File: src/rtl/aes_mode_ctrl.sv
// aes_mode_ctrl
// Chaining-mode controller between a 128-bit plaintext stream and an AES core
// whose result comes back as a narrow beat stream. Applies ECB, CBC or CTR
// around the core, reassembles the core result and re-serialises it at OUT_W.
// Optional CTR path (counter adder, PlainR xor): define AES_MODE_CTR_EN.
//
// state   | meaning
// IDLE    | wait for a plaintext block; apply IvLoad (immediate or pending)
// ISSUE   | present the mode operand to the core until it is accepted
// COLLECT | shift CORE_W core beats into the collection buffer
// EMIT    | send the mode-corrected result as OUT_W beats, MSB-first
module aes_mode_ctrl #(
    parameter int OUT_W  = 8,
    parameter int CORE_W = 8
) (
    input  logic                Clk,
    input  logic                RstN,
    input  logic [1:0]          Mode,
    input  logic [127:0]        Iv,
    input  logic                IvLoad,

    input  logic [127:0]        s_axis_tdata,
    input  logic                s_axis_tvalid,
    output logic                s_axis_tready,
    input  logic                s_axis_tlast,

    output logic [OUT_W-1:0]    m_axis_tdata,
    output logic [OUT_W/8-1:0]  m_axis_tkeep,
    output logic [OUT_W/8-1:0]  m_axis_tstrb,
    output logic                m_axis_tvalid,
    input  logic                m_axis_tready,
    output logic                m_axis_tlast,
    output logic [7:0]          m_axis_tid,
    output logic [7:0]          m_axis_tdest,
    output logic                m_axis_tuser,

    output logic [127:0]        core_m_axis_tdata,
    output logic [15:0]         core_m_axis_tkeep,
    output logic [15:0]         core_m_axis_tstrb,
    output logic                core_m_axis_tvalid,
    input  logic                core_m_axis_tready,
    output logic                core_m_axis_tlast,
    output logic [7:0]          core_m_axis_tid,
    output logic [7:0]          core_m_axis_tdest,
    output logic                core_m_axis_tuser,

    input  logic [CORE_W-1:0]   core_s_axis_tdata,
    input  logic                core_s_axis_tvalid,
    output logic                core_s_axis_tready,

    output logic                Busy
);

    typedef enum logic [1:0] {IDLE, ISSUE, COLLECT, EMIT} state_t;

    localparam logic [1:0] MODE_ECB = 2'b00;
    localparam logic [1:0] MODE_CBC = 2'b01;
`ifdef AES_MODE_CTR_EN
    localparam logic [1:0] MODE_CTR = 2'b10;
`endif

    // Down-counter reload values: beats remaining after the current one.
    localparam logic [4:0] CORE_LAST = 5'(128 / CORE_W - 1);
    localparam logic [4:0] OUT_LAST  = 5'(128 / OUT_W - 1);

    state_t         state_r, state_nxt;
    logic [1:0]     mode_r, pend_mode_r;
    logic [127:0]   iv_r, pend_iv_r, chain_r, col_r, res_r;
`ifdef AES_MODE_CTR_EN
    logic [127:0]   plain_r;
`endif
    logic           last_r, pend_r, pend_nxt;
    logic [4:0]     cnt_r;

    logic           s_tready_r, m_tvalid_r, m_tlast_r, core_tvalid_r, core_s_tready_r, busy_r;
    logic [OUT_W-1:0] m_tdata_r;
    logic [127:0]   core_tdata_r;

    logic           accept, issue_done, col_beat, col_done, emit_beat, emit_done;
    logic           iv_now, pend_apply;
    logic [127:0]   operand, col_full, res_full, res_sh;

    // Reserved mode, and CTR when the counter path is absent, fall back to ECB.
    function automatic logic [1:0] lat_mode(input logic [1:0] m);
        case (m)
            MODE_CBC: lat_mode = MODE_CBC;
`ifdef AES_MODE_CTR_EN
            MODE_CTR: lat_mode = MODE_CTR;
`endif
            default:  lat_mode = MODE_ECB;
        endcase
    endfunction

    // IvLoad gates tready in the same cycle so it always wins over a new block.
    assign s_axis_tready      = s_tready_r & ~IvLoad;
    assign m_axis_tdata       = m_tdata_r;
    assign m_axis_tvalid      = m_tvalid_r;
    assign m_axis_tlast       = m_tlast_r;
    assign m_axis_tkeep       = '0;
    assign m_axis_tstrb       = '0;
    assign m_axis_tid         = '0;
    assign m_axis_tdest       = '0;
    assign m_axis_tuser       = 1'b0;
    assign core_m_axis_tdata  = core_tdata_r;
    assign core_m_axis_tvalid = core_tvalid_r;
    assign core_m_axis_tkeep  = '0;
    assign core_m_axis_tstrb  = '0;
    assign core_m_axis_tlast  = 1'b0;
    assign core_m_axis_tid    = '0;
    assign core_m_axis_tdest  = '0;
    assign core_m_axis_tuser  = 1'b0;
    assign core_s_axis_tready = core_s_tready_r;
    assign Busy               = busy_r;

    assign iv_now     = (state_r == IDLE) && IvLoad;
    assign pend_apply = (state_r == IDLE) && pend_r && !IvLoad;

    // State register.
    always_ff @(posedge Clk) begin
        if (!RstN) state_r <= IDLE;
        else       state_r <= state_nxt;
    end

    // Next-state decode and per-state handshake strobes.
    always_comb begin
        state_nxt  = state_r;
        accept     = 1'b0;
        issue_done = 1'b0;
        col_beat   = 1'b0;
        col_done   = 1'b0;
        emit_beat  = 1'b0;
        emit_done  = 1'b0;
        pend_nxt   = pend_r;
        if (state_r == IDLE)   pend_nxt = 1'b0;
        else if (IvLoad)       pend_nxt = 1'b1;
        case (state_r)
            IDLE: begin
                if (s_axis_tready && s_axis_tvalid) begin
                    accept    = 1'b1;
                    state_nxt = ISSUE;
                end
            end
            ISSUE: begin
                if (core_m_axis_tready) begin
                    issue_done = 1'b1;
                    state_nxt  = COLLECT;
                end
            end
            COLLECT: begin
                if (core_s_axis_tvalid) begin
                    col_beat = 1'b1;
                    if (cnt_r == 5'd0) begin
                        col_done  = 1'b1;
                        state_nxt = EMIT;
                    end
                end
            end
            EMIT: begin
                if (m_axis_tready) begin
                    emit_beat = 1'b1;
                    if (cnt_r == 5'd0) begin
                        emit_done = 1'b1;
                        state_nxt = IDLE;
                    end
                end
            end
            default: state_nxt = IDLE;
        endcase
    end

    // Mode operand, collection shift and result formation.
    always_comb begin
        case (mode_r)
            MODE_CBC: operand = s_axis_tdata ^ chain_r;
`ifdef AES_MODE_CTR_EN
            MODE_CTR: operand = chain_r;
`endif
            default:  operand = s_axis_tdata;
        endcase
        col_full = (col_r << CORE_W) | 128'(core_s_axis_tdata);
        res_full = col_full;
`ifdef AES_MODE_CTR_EN
        if (mode_r == MODE_CTR) res_full = plain_r ^ col_full;
`endif
        res_sh = res_r << OUT_W;
    end

    // Datapath, chain/IV bookkeeping and registered outputs.
    always_ff @(posedge Clk) begin
        if (!RstN) begin
            mode_r          <= MODE_ECB;
            pend_mode_r     <= MODE_ECB;
            iv_r            <= '0;
            pend_iv_r       <= '0;
            chain_r         <= '0;
            col_r           <= '0;
            res_r           <= '0;
`ifdef AES_MODE_CTR_EN
            plain_r         <= '0;
`endif
            last_r          <= 1'b0;
            pend_r          <= 1'b0;
            cnt_r           <= '0;
            s_tready_r      <= 1'b0;
            m_tvalid_r      <= 1'b0;
            m_tlast_r       <= 1'b0;
            m_tdata_r       <= '0;
            core_tvalid_r   <= 1'b0;
            core_tdata_r    <= '0;
            core_s_tready_r <= 1'b0;
            busy_r          <= 1'b0;
        end else begin
            pend_r     <= pend_nxt;
            s_tready_r <= (state_nxt == IDLE) && !pend_nxt;
            busy_r     <= (state_nxt != IDLE);

            // Keep the latest IvLoad seen mid-block for the next IDLE entry.
            if (IvLoad && state_r != IDLE) begin
                pend_iv_r   <= Iv;
                pend_mode_r <= Mode;
            end
            if (iv_now) begin
                mode_r  <= lat_mode(Mode);
                iv_r    <= Iv;
                chain_r <= Iv;
            end else if (pend_apply) begin
                mode_r  <= lat_mode(pend_mode_r);
                iv_r    <= pend_iv_r;
                chain_r <= pend_iv_r;
            end

            if (accept) begin
`ifdef AES_MODE_CTR_EN
                plain_r       <= s_axis_tdata;
`endif
                last_r        <= s_axis_tlast;
                core_tvalid_r <= 1'b1;
                core_tdata_r  <= operand;
            end

            if (issue_done) begin
                core_tvalid_r   <= 1'b0;
                core_s_tready_r <= 1'b1;
                cnt_r           <= CORE_LAST;
            end

            if (col_beat) begin
                col_r <= col_full;
                if (col_done) begin
                    core_s_tready_r <= 1'b0;
                    res_r           <= res_full;
                    m_tvalid_r      <= 1'b1;
                    m_tdata_r       <= res_full[127 -: OUT_W];
                    m_tlast_r       <= last_r && (OUT_LAST == 5'd0);
                    cnt_r           <= OUT_LAST;
                    case (mode_r)
                        MODE_CBC: chain_r <= col_full;
`ifdef AES_MODE_CTR_EN
                        MODE_CTR: chain_r <= chain_r + 128'd1;
`endif
                        default:  chain_r <= chain_r;
                    endcase
                end else begin
                    cnt_r <= cnt_r - 5'd1;
                end
            end

            if (emit_beat) begin
                if (emit_done) begin
                    m_tvalid_r <= 1'b0;
                    m_tlast_r  <= 1'b0;
                    // A finished message restarts the chain from the latched IV.
                    if (last_r) chain_r <= iv_r;
                end else begin
                    res_r     <= res_sh;
                    m_tdata_r <= res_sh[127 -: OUT_W];
                    m_tlast_r <= last_r && (cnt_r == 5'd1);
                    cnt_r     <= cnt_r - 5'd1;
                end
            end
        end
    end

endmodule

File: config.mk
export PLATFORM = sky130hd
export DESIGN_NAME = aes_mode_ctrl
export DESIGN_NICKNAME = d
export VERILOG_FILES = /design/src/rtl/aes_mode_ctrl.sv
export SDC_FILE = /design/constraint.sdc
export NUM_CORES = 2
export LEC_CHECK = 0
export CORE_MARGIN = 10
export CORE_UTILIZATION = 45
export DETAILED_ROUTE_END_ITERATION = 8
export PLACE_DENSITY = 0.74
export RECOVER_POWER = 50
export SYNTH_ARGS = -nofsm -noshare
export SYNTH_HDL_FRONTEND = slang
export SYNTH_SLANG_ARGS = --single-unit
File: constraint.sdc
create_clock -name Clk -period 6.15 [get_ports Clk]
set_input_delay 0.9225 -clock Clk [delete_from_list [all_inputs] [get_ports Clk]]
set_output_delay 0.9225 -clock Clk [all_outputs]
set_load 0.01 [all_outputs]
==> reports/qor.yml <==
status: "finished, violations left"
violations: "capacitance limit, slew limit"
cts.sinks: 778
p_sw_mw: 3.202
swShare_pct: 26.13
arrival_ps: 5110
nNetsFinal: 5066
leakagePower_nw: 16.46
critPathLaunchType: "primary input"
final_area_mm2: 0.04427
worstPathRequired_ps: 6630
synth_edf_count: 0
start_util_pct: 45.57
critPathCaptureType: "flop"
antenna_found_initial: 9
clock_latency_ps: 640
cts_setup_buffers: 0
ir_drop_mv: 0.2375
ant_nets: 0
ctsRootBufferMaster: "clkbuf_16"
fmax_ghz: 0.2156
track_usage_pct: 23.45
drc_errors: 0
internal_power_mw: 9.051
synth_seq_area_share_pct: 41.42
overflow: 0
maxSlewViolCount: 229
finClkSkew_ps: 16.76
ys.flop_type: "dfxtp_1"
slew-limit-headroom_pct: -88.07
ys_ff_latch: 778
cp_max_fo: 65
pin_count: 485
synth_cells: 4715
core_area_mm2: 0.08250
cts_tree: "yes"
synthArstFlopShare_pct: 0
setup_viol: 0
num_vias: 34698
grt_max_degree: 188
fillers: 7632
hold_path_class: "flop to flop"
die_area_mm2: 0.09552
rsz0062_at_grt: "no"
grt_pass1_wl_um: 185100
drive_gt1_share_pct: 5.602
tightest_slew_ps: 2821
drt_iter0_markers: 3378
finalCritPeriodShare_pct: 75.40
cts_buffers: 85
fin_setup_tns_ps: 0
p_seq_share_pct: 44.7
post_drt_wl_per_cell_um: 19.93
port_buffers: 415
p_clk_share_pct: 43.2
synthToLayoutAreaGrowth_pct: 17.74
post-route-min-period_ps: 4637
post_cts_resized: 0
wl_um: 118200
final_hold_viol_count: 0
gp_congestion: 0.8121
first_global_vias: 32665
max_cap_viol_count: 3
netlist_area_mm2: 0.03760
drt-pass1-iter-count: 6
ys.warnings.count: 0
pwr-share-comb_pct: 12.2
die_w_um: 309.1
viasPerCell: 5.849
power_per_cell_area_mw_per_mm2: 276.8
post_synth.cell_area_avg_um2: 7.975
place_area_mm2: 0.04141
crit_type: "primary input to flop"
ys_types: 53
dpl.hpwl_um: 71000
row_count: 105
die_h_um: 309.1
clkTransAtPathRegs_ps: 60
cts-hold-fix-buffers: 0
cts_max_path_buffers: 3
htree_levels: 3
-- routing by layer --
metal / routed length, µm / track usage, % / vias to the layer above
met4: 2399 / 7.315 / 4
met1: 50540 / 30.34 / 16529
li1: - / - / 16679
met5: 27 / 0 / -
met3: 8518 / 4.249 / 184
met2: 56730 / 39.24 / 1302
-- layout make-up --
type | instances | area (µm²) | area share (%)
multi-input cells | 3460 | 19840 | 44.81
well taps | 1070 | 1339 | 3.024
repair buffers | 459 | 4597 | 10.38
clock buffers | 123 | 2501 | 5.650
diodes | 7 | 17.52 | 0.03957
inverters | 5 | 31.28 | 0.07066
flip-flops and latches | 778 | 15580 | 35.19
clock inverters | 30 | 367.9 | 0.8309
-- cell usage after synthesis (all sizes together) (118+ instances only) --
cell | number | area share, %
buf | 221 | 3.4
mux2i | 118 | 3.1
a32o | 127 | 3.4
nor2 | 488 | 4.9
xor2 | 128 | 3.0
nand2 | 777 | 7.8
a21oi | 521 | 6.9
a211oi | 373 | 8.4
and2 | 126 | 2.1
dfxtp | 778 | 41
clkbuf | 319 | 3.2
o21ai | 324 | 4.3
-- flip-flops by register name, indices dropped and copies added, names as in the netlist, 2 cells and up --
name	count
res_r	120
iv_r	128
m_axis_tdata	8
core_m_axis_tdata	128
state_r	2
chain_r	128
col_r	120
pend_mode_r	2
cnt_r	5
pend_iv_r	128
-- critical path: stages --
cell and delay (ps):
clkdlybuf4s50_1 530, and3b_1 320, clkbuf_1 2010, buf_4 860, a211oi_1 140, o21ai_0 200
a21oi_1 80
-- through the flow --
step	std cells	hold WS (ps)	total power, mW	worst slack (ps)	util (%)
detailed placement	5772	447.9	7.065	2550	50.19
global route	5931	469.8	12.69	1247	53.66
finish	5932	455.6	12.25	1513	53.66
floorplan	4783	436.3	6.504	3824	-
global placement	5772	441.3	7.031	2524	50.19
CTS	5925	456.4	12.34	2754	53.67
-- worst paths after layout --
check | from | end | slack [ps] | cells after the start
worst max-delay path | core_s_axis_tvalid | cnt_r[4] | 1510 | 7
worst min-delay path | pend_iv_r[15] | pend_iv_r[15] | 460 | 2
worst max register to register | state_r[1] | core_m_axis_tdata[43] | 1580 | 5
worst min register to register | pend_iv_r[15] | pend_iv_r[15] | 460 | 2
-- power groups by stage --
stage	combinational (mW)	clock, mW	sequential (mW)
after floorplan	0.961	0	5.54
after global placement	1.46	0	5.57
after detailed placement	1.49	0	5.58
after CTS	1.50	5.38	5.47
after global routing	1.63	5.56	5.50
final	1.49	5.29	5.47
-- layout by cell type (no fill, tap or decap), types with 5 or more instances in the layout --
master             n
a211o_1           33
a211oi_1         301
a211oi_2          72
a21oi_1          521
a31oi_1           97
a32o_1           127
and2_1           126
buf_12             9
buf_4             33
bufinv_16          7
clkbuf_1          17
clkbuf_16         86
clkbuf_8          21
clkdlybuf4s50_1  272
clkinv_2          12
clkinvlp_4         5
conb_1            69
dfxtp_1          777
diode_2            7
dlygate4sd3_1    141
inv_6              5
mux2i_1          118
nand2_1          774
nand3_1            9
nand3b_1          34
nor2_1           484
nor2b_1           97
nor3_1             8
o21ai_0          306
o21ai_1           17
o221ai_1          95
xor2_1           128
-- kinds of logic after synthesis --
| group | synth area share (%) |
|---|---|
| XOR/XNOR | 2.982 |
| AO/OA/AOI/OAI | 27.93 |
| buffers and inverters | 6.672 |
| multiplexers | 3.201 |
| AND/OR/NAND/NOR | 17.68 |
| other | 0.009973 |
| adder cells (fa/ha/maj) | 0.09984 |
| flip-flops | 41.42 |
Power figures use the tool's default switching activity.
